[src/rtl/acum_diff.sv]
// ---------------------------------------------------------------------------
// acum_diff
//
// Inverse of the running-sum accumulator. Each accepted accumulated value is
// differenced (modulo 2^NB_ACC) against the previously accepted one, which
// recovers the original sample. Results leave through a one-deep output
// register with a valid/ready handshake, one cycle after acceptance.
// Differences too large for the sample width saturate to all ones and set a
// sticky range error.
//
// Ports:
//   e_clk        clock, rising edge
//   e_reset      asynchronous active-high reset
//   e_acc        accumulated value from upstream
//   e_valid      e_acc valid
//   s_ready      block can accept e_acc this cycle
//   e_clear      synchronous restart: upstream accumulator went back to 0
//   s_data       recovered sample (NB_INPUT+1 bits)
//   s_valid      s_data valid
//   e_ready      downstream accepts s_data
//   s_range_err  sticky: a difference exceeded the sample range
//   s_count      number of completed output handshakes, wraps
//
// States:
//   ST_PRIME | waiting for the first value; it only loads the history
//   ST_RUN   | every accepted value produces a difference
// ---------------------------------------------------------------------------
module acum_diff #(
    parameter int NB_INPUT = 3,
    parameter int NB_ACC   = NB_INPUT + 4,
    parameter int NB_CNT   = 8,
    parameter bit PRIME_EN = 1'b1
) (
    input  logic                e_clk,
    input  logic                e_reset,
    input  logic [NB_ACC-1:0]   e_acc,
    input  logic                e_valid,
    output logic                s_ready,
    input  logic                e_clear,
    output logic [NB_INPUT:0]   s_data,
    output logic                s_valid,
    input  logic                e_ready,
    output logic                s_range_err,
    output logic [NB_CNT-1:0]   s_count
);

    localparam int NB_OUT = NB_INPUT + 1;
    // Largest difference that still fits in the recovered sample width.
    localparam logic [NB_ACC-1:0] MAX_SAMPLE = NB_ACC'((2 ** NB_OUT) - 1);

    typedef enum logic {
        ST_PRIME = 1'b0,
        ST_RUN   = 1'b1
    } state_t;

    state_t              state_q, state_d;
    logic [NB_ACC-1:0]   prev_q, prev_d;
    logic [NB_OUT-1:0]   data_q, data_d;
    logic                valid_q, valid_d;
    logic                err_q, err_d;
    logic [NB_CNT-1:0]   count_q, count_d;

    logic [NB_ACC-1:0]   diff;
    logic                ready_c;
    logic                accept;
    logic                emit;

    // -----------------------------------------------------------------------
    // State and datapath registers
    // -----------------------------------------------------------------------
    always_ff @(posedge e_clk or posedge e_reset) begin
        if (e_reset) begin
            if (PRIME_EN) begin
                state_q <= ST_PRIME;
            end else begin
                state_q <= ST_RUN;
            end
            prev_q  <= '0;
            data_q  <= '0;
            valid_q <= 1'b0;
            err_q   <= 1'b0;
            count_q <= '0;
        end else begin
            state_q <= state_d;
            prev_q  <= prev_d;
            data_q  <= data_d;
            valid_q <= valid_d;
            err_q   <= err_d;
            count_q <= count_d;
        end
    end

    // -----------------------------------------------------------------------
    // Next-state / handshake logic
    // -----------------------------------------------------------------------
    always_comb begin
        // Natural wrap of the subtraction gives the modular difference.
        diff    = e_acc - prev_q;
        emit    = valid_q & e_ready;

        // The output register frees up in the same cycle it is drained, so an
        // accept alongside an emit keeps one sample per clock.
        if (e_clear) begin
            ready_c = 1'b0;
        end else if (state_q == ST_PRIME) begin
            ready_c = 1'b1;
        end else begin
            ready_c = ~valid_q | e_ready;
        end
        accept  = e_valid & ready_c;

        state_d = state_q;
        prev_d  = prev_q;
        data_d  = data_q;
        valid_d = valid_q & ~emit;
        err_d   = err_q;
        count_d = count_q + NB_CNT'(emit);

        if (e_clear) begin
            // Upstream restarted from zero: history follows, any pending
            // sample is dropped; the emitted-sample count is kept.
            state_d = ST_RUN;
            prev_d  = '0;
            valid_d = 1'b0;
            err_d   = 1'b0;
        end else if (accept) begin
            prev_d = e_acc;
            case (state_q)
                ST_PRIME: begin
                    state_d = ST_RUN;
                end
                ST_RUN: begin
                    valid_d = 1'b1;
                    if (diff > MAX_SAMPLE) begin
                        data_d = '1;
                        err_d  = 1'b1;
                    end else begin
                        data_d = diff[NB_OUT-1:0];
                    end
                end
                default: begin
                    state_d = ST_RUN;
                end
            endcase
        end
    end

    assign s_ready     = ready_c;
    assign s_data      = data_q;
    assign s_valid     = valid_q;
    assign s_range_err = err_q;
    assign s_count     = count_q;

endmodule

[config.mk]
export PLATFORM = sky130hd
export DESIGN_NAME = acum_diff
export DESIGN_NICKNAME = d
export VERILOG_FILES = /design/src/rtl/acum_diff.sv
export SDC_FILE = /design/constraint.sdc
export NUM_CORES = 1
export LEC_CHECK = 0
export CORE_MARGIN = 5
export CORE_UTILIZATION = 49
export DETAILED_ROUTE_END_ITERATION = 10
export HOLD_SLACK_MARGIN = 0.03
export PLACE_DENSITY_LB_ADDON = 0.05
export SKIP_LAST_GASP = 1
export SLEW_MARGIN = 20
export SYNTH_ARGS = -nofsm -noshare
export SYNTH_HDL_FRONTEND = slang
export SYNTH_SLANG_ARGS = --single-unit
[constraint.sdc]
create_clock -name e_clk -period 2.9 [get_ports e_clk]
set_input_delay 0.435 -clock e_clk [delete_from_list [all_inputs] [get_ports e_clk]]
set_output_delay 0.435 -clock e_clk [all_outputs]
set_load 0.03 [all_outputs]
==> results of run 1 <==
-- power groups by stage --
stage | logic [mW] | clock network, mW | registers, mW
3_5_place_dp | 0.297 | 0 | 0.390
5_1_grt | 0.324 | 0.264 | 0.393
6_report | 0.297 | 0.243 | 0.384
4_1_cts | 0.300 | 0.243 | 0.384
2_1_floorplan | 0.107 | 0 | 0.456
3_3_place_gp | 0.291 | 0 | 0.387
-- sequential cells by signal (all words and copies together) (netlist names) --
register / cells
s_data: 4
state_q: 1
s_range_err: 1
s_valid: 1
s_count: 8
prev_q: 7
-- cells by family after synthesis --
logic type / Yosys count / share of synthesized area (%)
and+or+nand+nor: 35 / 16.3
AOI/OAI and AO/OA: 29 / 15.4
DFF: 22 / 46.5
buffers and inverters: 18 / 5.71
adders and majority gates: 9 / 10.1
xor gates and xnor gates: 8 / 5.92
-- cell usage after synthesis (2+ instances only) --
library cell  count
clkbuf_1          2
nand3_1          11
nand2_1           2
a21oi_1           2
a31oi_1           6
ha_1              8
dfrtp_1          22
nor2_1            7
o21ai_0          12
inv_1            16
xnor2_1           4
o21a_1            2
xor2_1            4
nor3_1            3
and3_1            3
-- stage by stage --
step | cells | setup WS (ns)
after detailed placement | 173 | 0.0722
final | 177 | 0.364
after global placement | 173 | 0.176
after floorplan | 121 | 0.752
after CTS | 177 | 0.375
after global routing | 177 | 0.210
-- final cells by class --
cell class | count | area [um^2] | area share [%]
Multi-Input combinational cell | 81 | 566 | 37.1
Sequential cell | 22 | 551 | 36.1
Timing Repair Buffer | 26 | 260 | 17.1
Inverter | 16 | 60.1 | 3.94
Tap cell | 28 | 35.0 | 2.30
Clock inverter | 1 | 30.0 | 1.97
Clock buffer | 3 | 22.5 | 1.48
-- per-layer routing --
| metal | up-vias | routed length [um] | share of wire, % | track usage [%] |
|---|---|---|---|---|
| li1 | 478 | - | - | - |
| met1 | 464 | 1160 | 44 | 20.7 |
| met2 | 24 | 1280 | 48 | 30.6 |
| met3 | 9 | 151 | 5.7 | 4.79 |
| met4 | 0 | 54 | 2.0 | 7.44 |
| met5 | - | 0 | 0 | 0 |
-- worst max-delay path by stage --
| stage | slack, ns | depth (start not counted) | end |
|---|---|---|---|
| final | 0.36 | 10 | s_data[0] |
| after floorplan | 0.75 | 9 | s_range_err |
| after CTS | 0.38 | 10 | s_data[0] |
| after detailed placement | 0.07 | 10 | s_data[0] |
| after global placement | 0.18 | 10 | s_data[2] |
| after global routing | 0.21 | 10 | s_data[0] |
-- critical path, stage by stage --
cell             delay, ns
clkdlybuf4s50_1       0.46
inv_1                 0.05
ha_1                  0.22
fa_1                  0.45
nor2b_4               0.14
o21a_1                0.17
nor4_1                0.08
a311oi_1              0.40
a21oi_2               0.15
a31oi_1               0.22
==> flow_metrics.env, run 1 <==
export IMPL_antenna_found_initial=0
export IMPL_fmax_mhz=394
export IMPL_dpl_cell_area_um2=1470
export IMPL_synth_seq_cells=22
export IMPL_slew_violations=0
export IMPL_design_die_area_um2=3500
export IMPL_leakage_nw=0.695
export IMPL_power_share_switching_pct=33.4
export IMPL_maxCapViolations=0
export IMPL_hpwl_mm=1.98
export IMPL_hp_start="s_count[7]"
export IMPL_dr_pass1_iters=2
export IMPL_nNetsFinal=171
export IMPL_synth_flop_cell="dfrtp_1"
export IMPL_worst_slew_pin_slew_ns=0.810
export IMPL_whs_path_depth=1
export IMPL_hold_viol_final=0
export IMPL_worstHoldEndpoint="s_count[7]"
export IMPL_num_vias=975
export IMPL_cts_path_max_buffers=2
export IMPL_end_kind="flip-flop"
export IMPL_irDropWorstVdd_mv=0.433
export IMPL_r2r_start="prev_q[0]"
export IMPL_r2r_slack_ns=0.60
export IMPL_wl_per_cell_um=14.9
export IMPL_status="finished, final reports clean"
export IMPL_finalInstanceArea_um2=1520
export IMPL_final_cell_mix="clkdlybuf4s50_1, dfrtp_1, inv_1, o21ai_0, nand3_1"
export IMPL_cts_max_level=1
export IMPL_rows=17
export IMPL_p_seq_share_pct=41.6
export IMPL_postSynthAreaPerCell_um2=9.78
export IMPL_drcViolationCount=0
export IMPL_die_h_um=59.2
export IMPL_crit_required_ns=3.14
export IMPL_r2r_cells=8
export IMPL_share_comb_of_total_power_pct=32.2
export IMPL_initial_core_util_pct=52.5
export IMPL_setup_viol=0
export IMPL_postCtsHoldBufs=0
export IMPL_ios=27
export IMPL_yosysTopAreaCell="dfrtp_1"
export IMPL_grt_start_max_net_pins=23
export IMPL_yosysSeqAreaShare_pct=46.5
export IMPL_whs_ns=0.485
export IMPL_async_flop_share_pct=100
export IMPL_synth_edf_count=0
export IMPL_routed_wl_mm=2.64
export IMPL_syn2layout_area_growth_pct=28.8
export IMPL_cts_sinks=22
export IMPL_diodes=0
export IMPL_cts_root_buf="clkbuf_4"
export IMPL_postCtsSetupBuffers=0
export IMPL_synth_area_leaders="dfrtp_1, ha_1, o21ai_0, inv_1, nand3_1"
export IMPL_synthCells=121
export IMPL_hold_class="reg2reg"
export IMPL_p_total_mw=0.924
export IMPL_crit_path_max_fanout=4
export IMPL_fin_skew_ns=0.00330
export IMPL_p_per_area_nw_per_um2=606
export IMPL_crit_type="in2reg"
export IMPL_r2r_end="s_data[0]"
export IMPL_yosysWarnings=0
export IMPL_cts_tree="yes"
export IMPL_fin_crit_ns=2.54
export IMPL_die_w_um=59.2
export IMPL_detail_route_antenna_nets=0
export IMPL_clkPwrFrac_pct=26.3
export IMPL_synth_top_area_share_pct=46.5
export IMPL_power_switching_mw=0.309
export IMPL_crit_start="e_acc[0]"
export IMPL_rsz0062_at_grt="no"
export IMPL_syn_num_nets=142
export IMPL_coreArea_um2=2250
export IMPL_drt_iter0_drc=18
export IMPL_place_gp_congestion=0.838
export IMPL_critPathArrivalTime_ns=2.78
export IMPL_startpoint_type="input port"
export IMPL_yosysUniqueCellTypes=32
export IMPL_viasPerCell=5.51
export IMPL_grt_usage_pct=17.8
export IMPL_overflow=0
export IMPL_mostFrequentLayoutCell="clkdlybuf4s50_1"
export IMPL_clk_latency_ns=0.32
export IMPL_clk_pin_slew_worst_paths_ns=0.13
export IMPL_post_route_util_pct=67.6
export IMPL_post_route_period_util_pct=87.4
export IMPL_setup_tns_ns=0
export IMPL_drive_gt1_share_pct=4.70
export IMPL_cts_made_buffers=3
export IMPL_internal_power_mw=0.615
export IMPL_grt_pass1_vias=1033
export IMPL_grt_pass1_wl_mm=4.69
export IMPL_nFillCells=199
export IMPL_synth_area_um2=1180
export IMPL_relSlewSlack_pct=45.9
export IMPL_cts_resized=0
export IMPL_io_buffers=26
Power figures use the tool's default switching activity.
==> inputs of run 2 (changes only) <==
- CAP_MARGIN: default -> 10
- CTS_CLUSTER_DIAMETER: default -> 30
==> results of run 2 <==
Same layout as run 1: the final DEF is identical, and so are final timing and power.
